===== src/rtl/ttt_turn_ctrl_if.sv =====
// ---------------------------------------------------------------------------
// ttt_turn_ctrl_if
//   Bundles the player request inputs, the game-control input and the board /
//   result outputs of the tic-tac-toe turn sequencer.
//
//   Signals
//     new_game      master->slave  synchronous clear of board and result
//     go_x, sel_x   master->slave  X move request (level) and target cell 0..8
//     go_o, sel_o   master->slave  O move request (level) and target cell 0..8
//     board         slave->master  cell i = board[2i+1:2i]: 00 empty, 01 X, 10 O
//     turn          slave->master  player to move (0=X, 1=O)
//     store_result  slave->master  1-cycle pulse, move committed
//     illegal       slave->master  1-cycle pulse, request rejected
//     game_over     slave->master  high while the game is finished
//     winner        slave->master  00 none/draw, 01 X, 10 O
//     draw          slave->master  high when finished with no winner
//     dbg_state     slave->master  FSM state: 0 IDLE, 1 CHECK, 2 COMMIT,
//                                  3 EVAL, 4 WAIT_REL, 5 OVER
//     dbg_move_cnt  slave->master  committed moves in the current game
//
//   Handshake: go_x/go_o are level requests (the "valid" side). A request is
//   taken only in IDLE and only from the player whose turn it is; it is
//   answered by exactly one store_result or illegal pulse, after which the
//   requester must drop its go before another request from it is taken. The
//   sequencer has no back-pressure beyond that release requirement.
// ---------------------------------------------------------------------------
interface ttt_turn_ctrl_if;
  logic        new_game;
  logic        go_x;
  logic [3:0]  sel_x;
  logic        go_o;
  logic [3:0]  sel_o;
  logic [17:0] board;
  logic        turn;
  logic        store_result;
  logic        illegal;
  logic        game_over;
  logic [1:0]  winner;
  logic        draw;
  logic [2:0]  dbg_state;
  logic [3:0]  dbg_move_cnt;

  modport master (
    output new_game, go_x, sel_x, go_o, sel_o,
    input  board, turn, store_result, illegal, game_over, winner, draw,
           dbg_state, dbg_move_cnt
  );

  modport slave (
    input  new_game, go_x, sel_x, go_o, sel_o,
    output board, turn, store_result, illegal, game_over, winner, draw,
           dbg_state, dbg_move_cnt
  );
endinterface


===== src/rtl/ttt_turn_ctrl.sv =====
// ---------------------------------------------------------------------------
// ttt_turn_ctrl
//   Game sequencer for the tic-tac-toe datapath. Accepts a move from the
//   player whose turn it is, validates the target cell, writes it into the
//   3x3 board register, evaluates win/draw and alternates turns. The final
//   result is held until new_game.
//
//   Parameters
//     FIRST_PLAYER  player to move after reset/new_game (0=X, 1=O)
//     MAX_MOVES     move count that declares a draw when nobody has a line
//
//   Ports
//     clock    in  system clock, all state on the rising edge
//     reset_b  in  asynchronous reset, active-high
//     bus      ttt_turn_ctrl_if.slave: requests in, board/result out
// ---------------------------------------------------------------------------
module ttt_turn_ctrl #(
  parameter logic FIRST_PLAYER = 1'b0,
  parameter int   MAX_MOVES    = 9
) (
  input  logic           clock,
  input  logic           reset_b,
  ttt_turn_ctrl_if.slave bus
);

  typedef enum logic [2:0] {
    S_IDLE     = 3'd0,
    S_CHECK    = 3'd1,
    S_COMMIT   = 3'd2,
    S_EVAL     = 3'd3,
    S_WAIT_REL = 3'd4,
    S_OVER     = 3'd5
  } state_t;

  localparam logic [3:0] MAX_CNT  = 4'(MAX_MOVES);
  localparam logic [1:0] CODE_X   = 2'b01;
  localparam logic [1:0] CODE_O   = 2'b10;
  localparam logic [1:0] CODE_NIL = 2'b00;

  // -------------------------------------------------------------------------
  // Registers
  // -------------------------------------------------------------------------
  state_t      state_q,    state_d;
  logic [17:0] board_q,    board_d;
  logic        turn_q,     turn_d;
  logic [3:0]  move_cnt_q, move_cnt_d;
  logic [1:0]  winner_q,   winner_d;
  logic [3:0]  sel_q,      sel_d;
  // Player who owned the turn when the current request was accepted. The
  // turn flips in EVAL, so WAIT_REL cannot use turn_q to find the mover.
  logic        mover_q,    mover_d;

  logic        store_pulse;
  logic        illegal_pulse;

  // -------------------------------------------------------------------------
  // Board helpers
  // -------------------------------------------------------------------------
  // Cell lookup that tolerates out-of-range indices (returns empty); the
  // range check is done separately, so 9..15 never alias onto real cells.
  function automatic logic [1:0] cell_at(input logic [17:0] b,
                                         input logic [3:0]  idx);
    logic [1:0] c;
    c = CODE_NIL;
    for (int i = 0; i < 9; i++) begin
      if (idx == 4'(i)) c = b[2*i +: 2];
    end
    return c;
  endfunction

  // True when 'code' owns any of the 3 rows, 3 columns or 2 diagonals.
  function automatic logic has_line(input logic [17:0] b,
                                    input logic [1:0]  code);
    logic [8:0] m;
    for (int i = 0; i < 9; i++) begin
      m[i] = (b[2*i +: 2] == code);
    end
    return (m[0] & m[1] & m[2]) |
           (m[3] & m[4] & m[5]) |
           (m[6] & m[7] & m[8]) |
           (m[0] & m[3] & m[6]) |
           (m[1] & m[4] & m[7]) |
           (m[2] & m[5] & m[8]) |
           (m[0] & m[4] & m[8]) |
           (m[2] & m[4] & m[6]);
  endfunction

  logic       sel_bad;
  logic       mover_go;
  logic [1:0] mover_code;

  always_comb begin
    sel_bad    = (sel_q > 4'd8) || (cell_at(board_q, sel_q) != CODE_NIL);
    mover_go   = mover_q ? bus.go_o : bus.go_x;
    mover_code = mover_q ? CODE_O : CODE_X;
  end

  // -------------------------------------------------------------------------
  // State register
  // -------------------------------------------------------------------------
  always_ff @(posedge clock or posedge reset_b) begin
    if (reset_b) begin
      state_q    <= S_IDLE;
      board_q    <= '0;
      turn_q     <= FIRST_PLAYER;
      move_cnt_q <= '0;
      winner_q   <= CODE_NIL;
      sel_q      <= '0;
      mover_q    <= FIRST_PLAYER;
    end else begin
      state_q    <= state_d;
      board_q    <= board_d;
      turn_q     <= turn_d;
      move_cnt_q <= move_cnt_d;
      winner_q   <= winner_d;
      sel_q      <= sel_d;
      mover_q    <= mover_d;
    end
  end

  // -------------------------------------------------------------------------
  // Next state and pulses
  // -------------------------------------------------------------------------
  always_comb begin
    state_d       = state_q;
    board_d       = board_q;
    turn_d        = turn_q;
    move_cnt_d    = move_cnt_q;
    winner_d      = winner_q;
    sel_d         = sel_q;
    mover_d       = mover_q;
    store_pulse   = 1'b0;
    illegal_pulse = 1'b0;

    case (state_q)
      S_IDLE: begin
        // Only the active player's request is looked at; the other go is
        // ignored even when both are high.
        if (!turn_q && bus.go_x) begin
          sel_d   = bus.sel_x;
          mover_d = 1'b0;
          state_d = S_CHECK;
        end else if (turn_q && bus.go_o) begin
          sel_d   = bus.sel_o;
          mover_d = 1'b1;
          state_d = S_CHECK;
        end
      end

      S_CHECK: begin
        if (sel_bad) begin
          illegal_pulse = 1'b1;
          state_d       = S_WAIT_REL;
        end else begin
          state_d = S_COMMIT;
        end
      end

      S_COMMIT: begin
        store_pulse = 1'b1;
        // sel_q was range-checked in CHECK, so exactly one cell matches.
        for (int i = 0; i < 9; i++) begin
          if (sel_q == 4'(i)) board_d[2*i +: 2] = turn_q ? CODE_O : CODE_X;
        end
        if (move_cnt_q < MAX_CNT) move_cnt_d = move_cnt_q + 4'd1;
        state_d = S_EVAL;
      end

      S_EVAL: begin
        if (has_line(board_q, mover_code)) begin
          winner_d = mover_code;
          state_d  = S_OVER;
        end else if (move_cnt_q >= MAX_CNT) begin
          winner_d = CODE_NIL;
          state_d  = S_OVER;
        end else begin
          turn_d  = ~turn_q;
          state_d = S_WAIT_REL;
        end
      end

      S_WAIT_REL: begin
        // One press yields one move: wait for the requester to let go.
        if (!mover_go) state_d = S_IDLE;
      end

      S_OVER: begin
        // Board and result frozen; requests ignored until new_game.
        state_d = S_OVER;
      end

      default: begin
        state_d = S_IDLE;
      end
    endcase

    // new_game overrides everything, including a move caught mid-COMMIT,
    // which is discarded without a store pulse.
    if (bus.new_game) begin
      state_d       = S_IDLE;
      board_d       = '0;
      turn_d        = FIRST_PLAYER;
      move_cnt_d    = '0;
      winner_d      = CODE_NIL;
      sel_d         = '0;
      mover_d       = FIRST_PLAYER;
      store_pulse   = 1'b0;
      illegal_pulse = 1'b0;
    end
  end

  // -------------------------------------------------------------------------
  // Outputs
  // -------------------------------------------------------------------------
  always_comb begin
    bus.board        = board_q;
    bus.turn         = turn_q;
    bus.store_result = store_pulse;
    bus.illegal      = illegal_pulse;
    bus.game_over    = (state_q == S_OVER);
    bus.winner       = winner_q;
    bus.draw         = (state_q == S_OVER) && (winner_q == CODE_NIL);
    bus.dbg_state    = state_q;
    bus.dbg_move_cnt = move_cnt_q;
  end

endmodule

===== src/flat_wrapper.sv =====
// flat-port wrapper written by rule: the top's interface ports become plain ports
module ttt_turn_ctrl_flat 
#(
  parameter logic FIRST_PLAYER = 1'b0,
  parameter int   MAX_MOVES    = 9
)
  (clock, reset_b, bus_new_game, bus_go_x, bus_sel_x, bus_go_o, bus_sel_o, bus_board, bus_turn, bus_store_result, bus_illegal, bus_game_over, bus_winner, bus_draw, bus_dbg_state, bus_dbg_move_cnt);
  ttt_turn_ctrl_if bus_i ();
  input  logic clock;
  input  logic reset_b;
  input wire logic [$bits(bus_i.new_game)-1:0] bus_new_game;
  input wire logic [$bits(bus_i.go_x)-1:0] bus_go_x;
  input wire logic [$bits(bus_i.sel_x)-1:0] bus_sel_x;
  input wire logic [$bits(bus_i.go_o)-1:0] bus_go_o;
  input wire logic [$bits(bus_i.sel_o)-1:0] bus_sel_o;
  output wire logic [$bits(bus_i.board)-1:0] bus_board;
  output wire logic [$bits(bus_i.turn)-1:0] bus_turn;
  output wire logic [$bits(bus_i.store_result)-1:0] bus_store_result;
  output wire logic [$bits(bus_i.illegal)-1:0] bus_illegal;
  output wire logic [$bits(bus_i.game_over)-1:0] bus_game_over;
  output wire logic [$bits(bus_i.winner)-1:0] bus_winner;
  output wire logic [$bits(bus_i.draw)-1:0] bus_draw;
  output wire logic [$bits(bus_i.dbg_state)-1:0] bus_dbg_state;
  output wire logic [$bits(bus_i.dbg_move_cnt)-1:0] bus_dbg_move_cnt;
  assign bus_i.new_game = bus_new_game;
  assign bus_i.go_x = bus_go_x;
  assign bus_i.sel_x = bus_sel_x;
  assign bus_i.go_o = bus_go_o;
  assign bus_i.sel_o = bus_sel_o;
  assign bus_board = bus_i.board;
  assign bus_turn = bus_i.turn;
  assign bus_store_result = bus_i.store_result;
  assign bus_illegal = bus_i.illegal;
  assign bus_game_over = bus_i.game_over;
  assign bus_winner = bus_i.winner;
  assign bus_draw = bus_i.draw;
  assign bus_dbg_state = bus_i.dbg_state;
  assign bus_dbg_move_cnt = bus_i.dbg_move_cnt;
  ttt_turn_ctrl #(.FIRST_PLAYER(FIRST_PLAYER), .MAX_MOVES(MAX_MOVES)) u_core (.clock(clock), .reset_b(reset_b), .bus(bus_i));
endmodule

===== config.mk =====
export PLATFORM = sky130hd
export DESIGN_NAME = ttt_turn_ctrl_flat
export DESIGN_NICKNAME = d
export VERILOG_FILES = /design/src/rtl/ttt_turn_ctrl_if.sv /design/src/rtl/ttt_turn_ctrl.sv /design/src/flat_wrapper.sv
export SDC_FILE = /design/constraint.sdc
export NUM_CORES = 1
export LEC_CHECK = 0
export BUFFER_PORTS_ARGS = -buffer_cell sky130_fd_sc_hd__buf_4
export CAP_MARGIN = 5
export CORE_MARGIN = 1
export CORE_UTILIZATION = 35
export CTS_BUF_LIST = sky130_fd_sc_hd__clkbuf_8
export CTS_CLUSTER_SIZE = 8
export DETAILED_ROUTE_END_ITERATION = 6
export GPL_ROUTABILITY_DRIVEN = 0
export PLACE_DENSITY = 0.59
export SLEW_MARGIN = 20
export SYNTH_ARGS = -nofsm -noshare
export SYNTH_HDL_FRONTEND = slang
export SYNTH_SLANG_ARGS = --single-unit

===== constraint.sdc =====
create_clock -name clock -period 2.75 [get_ports clock]
set_input_delay 0.1375 -clock clock [delete_from_list [all_inputs] [get_ports clock]]
set_output_delay 0.1375 -clock clock [all_outputs]
set_load 0.005 [all_outputs]

---- Yosys cells after proc, flatten, opt, wreduce, memory -nomap -nowiden ----
Cells that the tools add are included.
cells by class
  reduce and logical (&&, ||, !) cells .... 38
  add/subtract/negate cells ............... 1
  multiplexer cells ....................... 55
  bitwise operators ....................... 24
  order comparisons ....................... 3
  equality and inequality tests ........... 26
operators with widths
  cell                                                      count
  2-to-1 mux 2 bit                                          24
  2-to-1 mux 18 bit                                         2
  2-to-1 mux 4 bit                                          7
  nonzero test 2 bit                                        14
  AND reduction 2 bit                                       13
  == test 2 bit                                             9
  2-to-1 mux 3 bit                                          6
  case mux 3 bit (6 select lines)                           1
  AND 1 bit                                                 16
  == test 4 x 3 -> 1 bit, second input constant             4
  2-to-1 mux 1 bit                                          15
  == test 4 x 2 -> 1 bit, second input constant             2
  bitwise OR 1 bit                                          7
  == test 3 x 2 -> 1 bit, second input constant             2
  == test 3 bit, second input constant                      2
  nonzero test 3 bit                                        2
  adder 4 x 1 -> 4 bit, second input constant               1
  == test 4 x 1 -> 1 bit, second input constant             1
  == test 4 bit, second input constant                      1
  greater-or-equal comparator 4 bit, second input constant  1
  greater-than comparator 4 bit, second input constant      1
  logical NOT 4 bit                                         1
  less-than comparator 4 bit, second input constant         1
  inequality test 2 bit, second input constant              2
  10 further kinds                                          12
storage, ports and cells
  register bits after elaboration ......... 33
  input bits .............................. 13
  logic and storage cells ................. 162
  output and inout bits ................... 32

---- Longest topological paths before layout ----
Gate-level depths: netlist (run 1).
  depth in word-level cells ............... 15
  depth in mapped cells ................... 8
  mapped depth without buffers ............ 7

---- Worst setup path before layout (run 1) ----
No wires, ideal clock.
  kind .................................... register to register
  start ................................... reg u_core.mover_q
  end ..................................... reg u_core.turn_q, in the netlist u_core.bus.turn
  path buffers ............................ 0
  path slack .............................. 0.707 ns
  clock period less this slack ............ 2.043 ns
  arrival ................................. 1.966 ns
  data required time ...................... 2.673 ns
  cell stages (with the launch flop) ...... 7
  library setup time ...................... 0.077 ns
  cell sequence ........................... dfrtp_1 and3b_1 a22oi_2 a32oi_1 a2111o_1 or4_1 a21oi_1
on the way
  cells in the longest elaborated chain, start to end .. 13
  elaborated cells on any way between the ends .. 35
  classes of those cells .................. 10 x eq/ne; 1 x mux; 23 x bitwise; 1 x reduce/logical
RTL lines
  element                                     line                                      text
  start, declared                             ttt_turn_ctrl.sv:51                       logic mover_q, mover_d;
  start signal, assigned                      ttt_turn_ctrl.sv:117                      mover_q <= mover_d;
  2-to-1 mux 2 bit (*)                        ttt_turn_ctrl.sv:95                       mover_code = mover_q ? CODE_O : CODE_X;
  == test 2 bit                               ttt_turn_ctrl.sv:76                       m[i] = (b[2*i +: 2] == code);
  AND 1 bit (on tied branches) (2 in series)  ttt_turn_ctrl.sv:78, ttt_turn_ctrl.sv:79
  bitwise OR 1 bit                            ttt_turn_ctrl.sv:78                       return (m[0] & m[1] & m[2]) |
  bitwise OR 1 bit                            ttt_turn_ctrl.sv:79                       (m[3] & m[4] & m[5]) |
  bitwise OR 1 bit                            ttt_turn_ctrl.sv:80                       (m[6] & m[7] & m[8]) |
  bitwise OR 1 bit                            ttt_turn_ctrl.sv:81                       (m[0] & m[3] & m[6]) |
  bitwise OR 1 bit                            ttt_turn_ctrl.sv:82                       (m[1] & m[4] & m[7]) |
  bitwise OR 1 bit                            ttt_turn_ctrl.sv:83                       (m[2] & m[5] & m[8]) |
  bitwise OR 1 bit (*)                        ttt_turn_ctrl.sv:84                       (m[0] & m[4] & m[8]) |
  inequality test 2 bit (no line) (*)         -
  AND reduction 3 bit (no line) (*)           -
  end signal, assigned                        ttt_turn_ctrl.sv:113                      turn_q <= turn_d;
  end, declared                               ttt_turn_ctrl.sv:45                       logic turn_q, turn_d;
Every way passes the cells marked *; elsewhere a longest branch is shown, timed or not.
A chain may end at the register's enable or synchronous reset.

---- Final worst setup path (run 1) ----
  start ................................... reg u_core.sel_q[0]
  end ..................................... out bus_illegal
on the way
  cells in the longest elaborated chain, start to end .. 15
  elaborated cells on any way between the ends .. 24
  classes of those cells .................. 1 x order compare; 8 x eq/ne; 12 x mux; 3 x reduce/logical
RTL lines
  element                         line                  text
  start, declared                 ttt_turn_ctrl.sv:48   logic [3:0] sel_q, sel_d;
  start signal, assigned          ttt_turn_ctrl.sv:116  sel_q <= sel_d;
  logical NOT 4 bit               ttt_turn_ctrl.sv:66   if (idx == 4'(i)) c = b[2*i +: 2];
  2-to-1 mux 2 bit (9 in series)  ttt_turn_ctrl.sv:66
  nonzero test 2 bit              ttt_turn_ctrl.sv:93   sel_bad = (sel_q > 4'd8) || (cell_at(board_q, sel_q) != CODE_NIL);
  logical OR 1 bit (*)            ttt_turn_ctrl.sv:93
  2-to-1 mux 1 bit (*)            ttt_turn_ctrl.sv:151  if (sel_bad) begin
  2-to-1 mux 1 bit (*)            ttt_turn_ctrl.sv:135  case (state_q)
  2-to-1 mux 1 bit (*)            ttt_turn_ctrl.sv:199  if (bus.new_game) begin
  end, declared                   flat_wrapper.sv:19    output wire logic [$bits(bus_i.illegal)-1:0] bus_illegal;
Marks and branches as above.

==> summary.txt, run 1 <==
Timing
  • Post-route fraction of the period consumed by the critical path: 95.1%
  • Setup TNS: 0 ns
  • Min Tclk post-route: 2.62 ns
  • Tightest hold margin: 0.171 ns
  • Final setup fails: 0
  • Final clock skew: 0.00738 ns
  • Max-slew violation count: 0
  • Final hold violations: 0
  • Setup repair after global routing missed its margin: false
  • Normalized max-slew margin: 65.5%
  • Max frequency: 382 MHz
  • Slew of the pin with the lowest slew margin: 0.516 ns

Logic synthesis
  • FF+latch count, synth: 33
  • EDFF count, synth: 0
  • Compound-cell area share of the yosys netlist: 17.2%
  • Multiplexer fraction of the synthesized cell area: 6.65%
  • Largest family of logic cells by synthesized area: simple AND/OR/NAND/NOR gates
  • Count of different cell masters after synthesis: 53
  • Nets in the synthesized netlist: 251
  • XOR/XNOR Fraction of Synth Area: 0.824%
  • Sequential element share of the synthesized area: 38.8%
  • Number of warnings reported in the yosys synthesis log: 0
  • Adder-cell share of the synthesized area: 1.77%
  • Instance count of the mapped netlist: 235
  • Synth Area in Simple Gates: 27.5%
  • Ys async rst share: 100%
  • Netlist area before placement: 2130 sq um
  • Ys flop type: sky130_fd_sc_hd__dfrtp_1
  • Syn_area_per_cell: 9.05 sq um

Clocking
  • Clk sinks: 33
  • Number of clock buffers inserted by TritonCTS: 5
  • Post-cts sizing count: 0
  • Later-pin clock latency in the skew report: 0.29 ns
  • TritonCTS clock tree: done
  • Maximum level of the CTS H-tree: 2
  • Root Buffer: sky130_fd_sc_hd__clkbuf_8
  • Total of hold buffers inserted after clock tree synthesis: 1
  • Postcts setup bufs: 0
  • Buffers from clock root to sink, at most: 2
  • Clock transition at path regs: 0.07 ns

Setup path
  • Worst Path Class, Setup: reg2out
  • Maximum single-stage delay on the critical path: 0.63 ns
  • Timing endpoint of the critical path: bus_illegal
  • Buffer and inverter count on the worst path: 1
  • Critical path fanouts, max: 15
  • Total stage count of the critical path: 6
  • Kind of end point of the critical path: output port
  • Startpoint kind of the worst setup timing path: register
  • R2r worst-path depth: 6
  • Worst Path Arrival: 2.48 ns
  • Worst r2r src: u_core.mover_q
  • Standard cell with the maximum stage delay on the critical path: sky130_fd_sc_hd__dfrtp_1
  • Series of cell instances along the critical path: nor4bb_1, o21a_1, a211oi_1, o221ai_1, nor4b_1, buf_4
  • Launch point of the critical path: u_core.sel_q[0]
  • Largest delay share family, worst path: simple AND/OR/NAND/NOR gates
  • FF-to-FF End: u_core.bus.turn
  • Flop-to-flop setup slack: 0.35 ns
  • Critical path required time: 2.61 ns

Routing
  • Average wire per standard cell: 14.7 microns
  • Total wirelength of the detailed-routed design: 5.24 mm
  • Post-route DRC: 0
  • Number of DRC markers in iteration 0: 185
  • Vias per cell: 5.33
  • Antenna-violating nets left: 0
  • Vias: 1893
  • Initial DRT Pass Iterations: 4

Finish
  • Antenna diode instance count: 0
  • Proportion of layout cells with a drive suffix above 1: 26.4%
  • Most frequent cells in the layout: 49 x sky130_fd_sc_hd__buf_4, 45 x sky130_fd_sc_hd__nor2_1, 33 x sky130_fd_sc_hd__dfrtp_1, 20 x sky130_fd_sc_hd__a21oi_1, 13 x sky130_fd_sc_hd__mux2i_1
  • Signed area change from the synthesized netlist to the final layout: 21.1%
  • Fill count: 618
  • Fin util: 43.7%
  • Layout net count: 295
  • Most common cell after layout, fill and taps aside: sky130_fd_sc_hd__buf_4
  • Final Cell Area: 2570 sq um

Global route
  • Remaining global-route overflow: 0
  • Wire length of the first global-routing pass: 8.69 mm
  • GRT Overall Usage: 17.7%
  • Initial antenna violation count: 0
  • Maximum number of pins on one net before global-route repair: 36
  • Via count of the first global-routing pass: 1750

Floorplan
  • Area of the core region: 5890 sq um
  • Core Rows: 28
  • Chip width: 79.9 microns
  • Boundary Pins: 45
  • Effective utilization at floorplan: 36.1%
  • Die Outline Area: 6390 sq um
  • Vertical extent of the die: 79.9 microns

Placement
  • Area of placed instances: 2480 sq um
  • IO buf count: 44
  • Post-DP HPWL: 3.73 mm

Power
  • Worst vdd ir: 0.000169 V
  • Static leakage power: 1.16 nW
  • Power density of the placed cells: 467 nW/um^2

Flow run
  • Max Cap Violations: 0

Status
  • Run status: complete, no violations

Min path
  • Hold Crit Class: in2reg
cells by family after synthesis:
group,count (synthesis)
flip-flops,33
buffers and inverters,24
adder cells (fa/ha/maj),3
AND/OR/NAND/NOR,106
multiplexers,14
AO/OA/AOI/OAI,53
XOR/XNOR,2
where the power goes:
| group | internal (mW) | switching [mW] | total (mW) |
|---|---|---|---|
| logic | 0.130 | 0.131 | 0.261 |
| registers | 0.510 | 0.0625 | 0.573 |
| clock network | 0.175 | 0.193 | 0.368 |
| total | 0.815 | 0.387 | 1.20 |
worst reg2reg max path, cell delays in order, from the launching register on:
cell	delay (ns)
sky130_fd_sc_hd__dfrtp_1	0.67
sky130_fd_sc_hd__nor3b_1	0.17
sky130_fd_sc_hd__a22oi_1	0.21
sky130_fd_sc_hd__a32oi_1	0.11
sky130_fd_sc_hd__a2111o_1	0.49
sky130_fd_sc_hd__or4_1	0.52
sky130_fd_sc_hd__a21oi_1	0.14
sequential cells by signal, indices dropped and copies added (netlist names):
register and count:
u_core.bus.board 18, u_core.bus.dbg_move_cnt 4, u_core.sel_q 4, u_core.bus.dbg_state 3, u_core.bus.winner 2, u_core.bus.turn 1, u_core.mover_q 1
cell usage after synthesis (2+ instances only):
cell type,n,share of area (%)
sky130_fd_sc_hd__nor2_1,45,7.9
sky130_fd_sc_hd__dfrtp_1,33,39
sky130_fd_sc_hd__a21oi_1,20,4.7
sky130_fd_sc_hd__mux2i_1,13,6.1
sky130_fd_sc_hd__inv_1,11,1.9
sky130_fd_sc_hd__nand2_1,9,1.6
sky130_fd_sc_hd__nor3_1,8,1.9
sky130_fd_sc_hd__nor3b_1,8,2.8
sky130_fd_sc_hd__clkbuf_1,7,1.2
sky130_fd_sc_hd__a32oi_1,5,2.1
sky130_fd_sc_hd__clkbuf_8,5,3.2
sky130_fd_sc_hd__a22oi_1,4,1.4
sky130_fd_sc_hd__and2b_2,4,1.6
sky130_fd_sc_hd__o21ai_0,4,0.94
sky130_fd_sc_hd__a211oi_1,3,1.1
sky130_fd_sc_hd__ha_1,3,1.8
sky130_fd_sc_hd__nand3b_1,3,1.1
sky130_fd_sc_hd__nor2b_1,3,0.88
sky130_fd_sc_hd__o21a_1,3,1.1
sky130_fd_sc_hd__or3_1,3,0.88
sky130_fd_sc_hd__a22oi_2,2,1.2
sky130_fd_sc_hd__and3b_1,2,0.82
sky130_fd_sc_hd__nand2b_1,2,0.59
sky130_fd_sc_hd__nor4_1,2,0.59
sky130_fd_sc_hd__o22ai_1,2,0.59
sky130_fd_sc_hd__or2b_2,2,0.82
sky130_fd_sc_hd__or3b_2,2,0.82
sky130_fd_sc_hd__or4_1,2,0.71
worst min path at each step:
stage | start | end | slack (ns) | cells past startpoint
floorplan | reset_b | u_core.bus.board[0] | 0.27 | 1
global placement | reset_b | u_core.bus.board[12] | 0.26 | 3
detailed placement | reset_b | u_core.bus.board[12] | 0.27 | 3
CTS | bus_go_o | u_core.mover_q | 0.16 | 3
global route | bus_go_o | u_core.mover_q | 0.17 | 3
finish | bus_go_o | u_core.mover_q | 0.17 | 3
through the flow:
stage / cells / worst slack, ns / total power, mW
after floorplan: 235 / 0.707 / 0.758
after global placement: 346 / 0.441 / 0.840
after detailed placement: 346 / 0.403 / 0.842
after CTS: 355 / 0.131 / 1.22
after global routing: 355 / 0.0360 / 1.27
final: 355 / 0.134 / 1.20
layer usage:
layer | vias up | GRT usage [%] | routed length [microns]
li1 | 925 | - | -
met1 | 918 | 24.3 | 2500
met2 | 44 | 27.4 | 2470
met3 | 6 | 3.20 | 224
met4 | 0 | 6.61 | 49
met5 | - | 0 | 0
final cells by class:
cell class,instances,area [sq um],share of cell area [%]
Clock inverter,3,17.5,0.681
Tap cell,75,93.8,3.65
Clock buffer,5,68.8,2.67
Inverter,11,41.3,1.60
Multi-Input combinational cell,178,1150,44.6
Sequential cell,33,826,32.1
Timing Repair Buffer,50,378,14.7
(Power assumes the default switching activity.)
==> inputs of run 2 (changes only) <==
- CELL_PAD_IN_SITES_DETAIL_PLACEMENT: default -> 0
- CELL_PAD_IN_SITES_GLOBAL_PLACEMENT: default -> 2
- CORE_UTILIZATION: 35 -> 34
- PLACE_DENSITY: 0.59 -> 0.86
==> summary.txt, run 2 (same netlist as run 1, synthesis figures left out) <==
Global route
  • Met1 usage in global routing: 23.7%
  • Most congested layer reported by global routing: met2
  • Met3 Usage GRT: 2.02%
  • Initial antenna violation count: 0
  • Remaining global-route overflow: 0
  • Wire length of the first global-routing pass: 8.78 mm
  • Via count of the first global-routing pass: 1751
  • GRT Overall Usage: 17.7%
  • Met2 track demand over resource in global routing: 28.7%
  • Maximum number of pins on one net before global-route repair: 36

Clocking
  • Root Buffer: sky130_fd_sc_hd__clkbuf_8
  • Later-pin clock latency in the skew report: 0.29 ns
  • Clock transition at path regs: 0.07 ns
  • Clk sinks: 33
  • Number of clock buffers inserted by TritonCTS: 5
  • TritonCTS clock tree: done
  • Maximum level of the CTS H-tree: 2
  • Buffers from clock root to sink, at most: 2

Routing
  • Number of DRC markers in iteration 0: 82
  • Average wire per standard cell: 15.3 microns
  • Antenna-violating nets left: 0
  • Post-route DRC: 0
  • Initial DRT Pass Iterations: 4
  • Vias per cell: 5.26
  • Vias: 1878
  • Total wirelength of the detailed-routed design: 5.47 mm

Power
  • Share of total power in combinational logic: 23.8%
  • Switching Fraction: 32.1%
  • Static leakage power: 1.18 nW
  • Clk network pwr share: 29.9%
  • Worst vdd ir: 0.000226 V
  • Total power: 1.21 mW
  • Net switching power of the design: 0.389 mW
  • Cell-internal power: 0.821 mW
  • Power density of the placed cells: 465 nW/um^2
  • Proportion of power drawn by flip-flops and latches: 46.3%

Floorplan
  • Boundary Pins: 45
  • Effective utilization at floorplan: 35.5%
  • Die Outline Area: 6570 sq um
  • Area of the core region: 5990 sq um
  • Chip width: 81.1 microns
  • Core Rows: 28
  • Vertical extent of the die: 81.1 microns

Timing
  • Final setup fails: 0
  • Normalized max-slew margin: 64.8%
  • Final clock skew: 0.00720 ns
  • Setup TNS: 0 ns
  • Final worst slack: 0.178 ns
  • Post-route fraction of the period consumed by the critical path: 93.5%
  • Max-slew violation count: 0
  • Final hold violations: 0
  • Slew of the pin with the lowest slew margin: 0.527 ns
  • Setup repair after global routing missed its margin: false
  • Min Tclk post-route: 2.57 ns
  • Max frequency: 389 MHz

Setup path
  • Critical path fanouts, max: 13
  • R2r worst-path depth: 6
  • Launch point of the critical path: u_core.sel_q[2]
  • Startpoint kind of the worst setup timing path: register
  • Series of cell instances along the critical path: or3b_2, o32ai_1, a211oi_1, o221ai_1, nor4b_1, buf_4
  • Worst r2r src: u_core.mover_q
  • Critical path required time: 2.61 ns
  • Buffer and inverter count on the worst path: 1
  • Kind of end point of the critical path: output port
  • Maximum single-stage delay on the critical path: 0.64 ns
  • Worst Path Class, Setup: reg2out
  • Worst Path Arrival: 2.43 ns
  • Largest delay share family, worst path: simple AND/OR/NAND/NOR gates
  • Standard cell with the maximum stage delay on the critical path: sky130_fd_sc_hd__dfrtp_1
  • Total stage count of the critical path: 6

Placement
  • IO buf count: 44
  • Pre-CTS WS: 0.354 ns
  • Post-DP HPWL: 3.87 mm

Finish
  • Fill count: 590
  • Most common cell after layout, fill and taps aside: sky130_fd_sc_hd__buf_4
  • Most frequent cells in the layout: 51 x sky130_fd_sc_hd__buf_4, 45 x sky130_fd_sc_hd__nor2_1, 33 x sky130_fd_sc_hd__dfrtp_1, 20 x sky130_fd_sc_hd__a21oi_1, 13 x sky130_fd_sc_hd__mux2i_1
  • Largest register FFs: 18
  • Sequential cell area: 826 sq um
  • Multi-input logic area: 1160 sq um
  • Layout net count: 297
  • Proportion of layout cells with a drive suffix above 1: 27.0%
  • Signed area change from the synthesized netlist to the final layout: 22.3%
  • Fin util: 43.4%
  • Antenna diode instance count: 0

Min path
  • Hold path start: bus_go_o
  • Min-Delay Path Depth: 3
  • Hold Crit Class: in2reg

Flow run
  • Max Cap Violations: 0

Status
  • Run status: complete, no violations
run 2: cell type report:
class	count	area share, %
clock inverter	3	0.529
inverter	11	1.59
sequential	33	31.8
clock buffer	5	2.65
tap	75	3.61
multi-input combinational	178	44.8
timing repair buffer	52	15.1
run 2: path summary, 6_finish.rpt:
kind | end | slack (ns)
min in group asynchronous | u_core.sel_q[0] | 0.50
max | bus_illegal | 0.18
min | u_core.mover_q | 0.16
max reg2reg | u_core.bus.turn | 0.33
min reg2reg | u_core.bus.dbg_move_cnt[3] | 0.58
max in group asynchronous | u_core.bus.dbg_state[0] | 1.93
run 2: worst reg2reg max path, stage by stage, from the launching register on:
cell,delay [ns]
sky130_fd_sc_hd__dfrtp_1,0.65
sky130_fd_sc_hd__nor3b_1,0.17
sky130_fd_sc_hd__a22oi_1,0.22
sky130_fd_sc_hd__a32oi_1,0.12
sky130_fd_sc_hd__a2111o_1,0.50
sky130_fd_sc_hd__or4_1,0.53
sky130_fd_sc_hd__a21oi_1,0.15
run 2: what timing repair did:
item,in CTS,in global routing
buffers inserted,0,0
endpoints found under the setup margin,0,1
gates resized for setup,0,2
hold endpoints to repair,33,0
hold buffers,1,0
run 2: metrics by stage:
stage / cell area, sq um / hold WS (ns) / std cells
3_3_place_gp: 2490 / 0.264 / 348
4_1_cts: 2580 / 0.150 / 357
2_1_floorplan: 2130 / 0.266 / 235
6_report: 2600 / 0.157 / 357
5_1_grt: 2600 / 0.186 / 357
3_5_place_dp: 2490 / 0.278 / 348
run 2: power by group through the flow:
stage / Combinational [mW] / Clock (mW) / Sequential (mW)
floorplan: 0.207 / 0 / 0.551
global placement: 0.287 / 0 / 0.566
detailed placement: 0.287 / 0 / 0.566
CTS: 0.290 / 0.369 / 0.556
global route: 0.322 / 0.387 / 0.568
finish: 0.289 / 0.361 / 0.560
run 2: routing by layer:
| metal | vias to the layer above | part of all wire [%] |
|---|---|---|
| met5 | - | 0 |
| met2 | 42 | 47 |
| met4 | 0 | 1.6 |
| met3 | 7 | 3.6 |
| met1 | 898 | 48 |
| li1 | 931 | - |
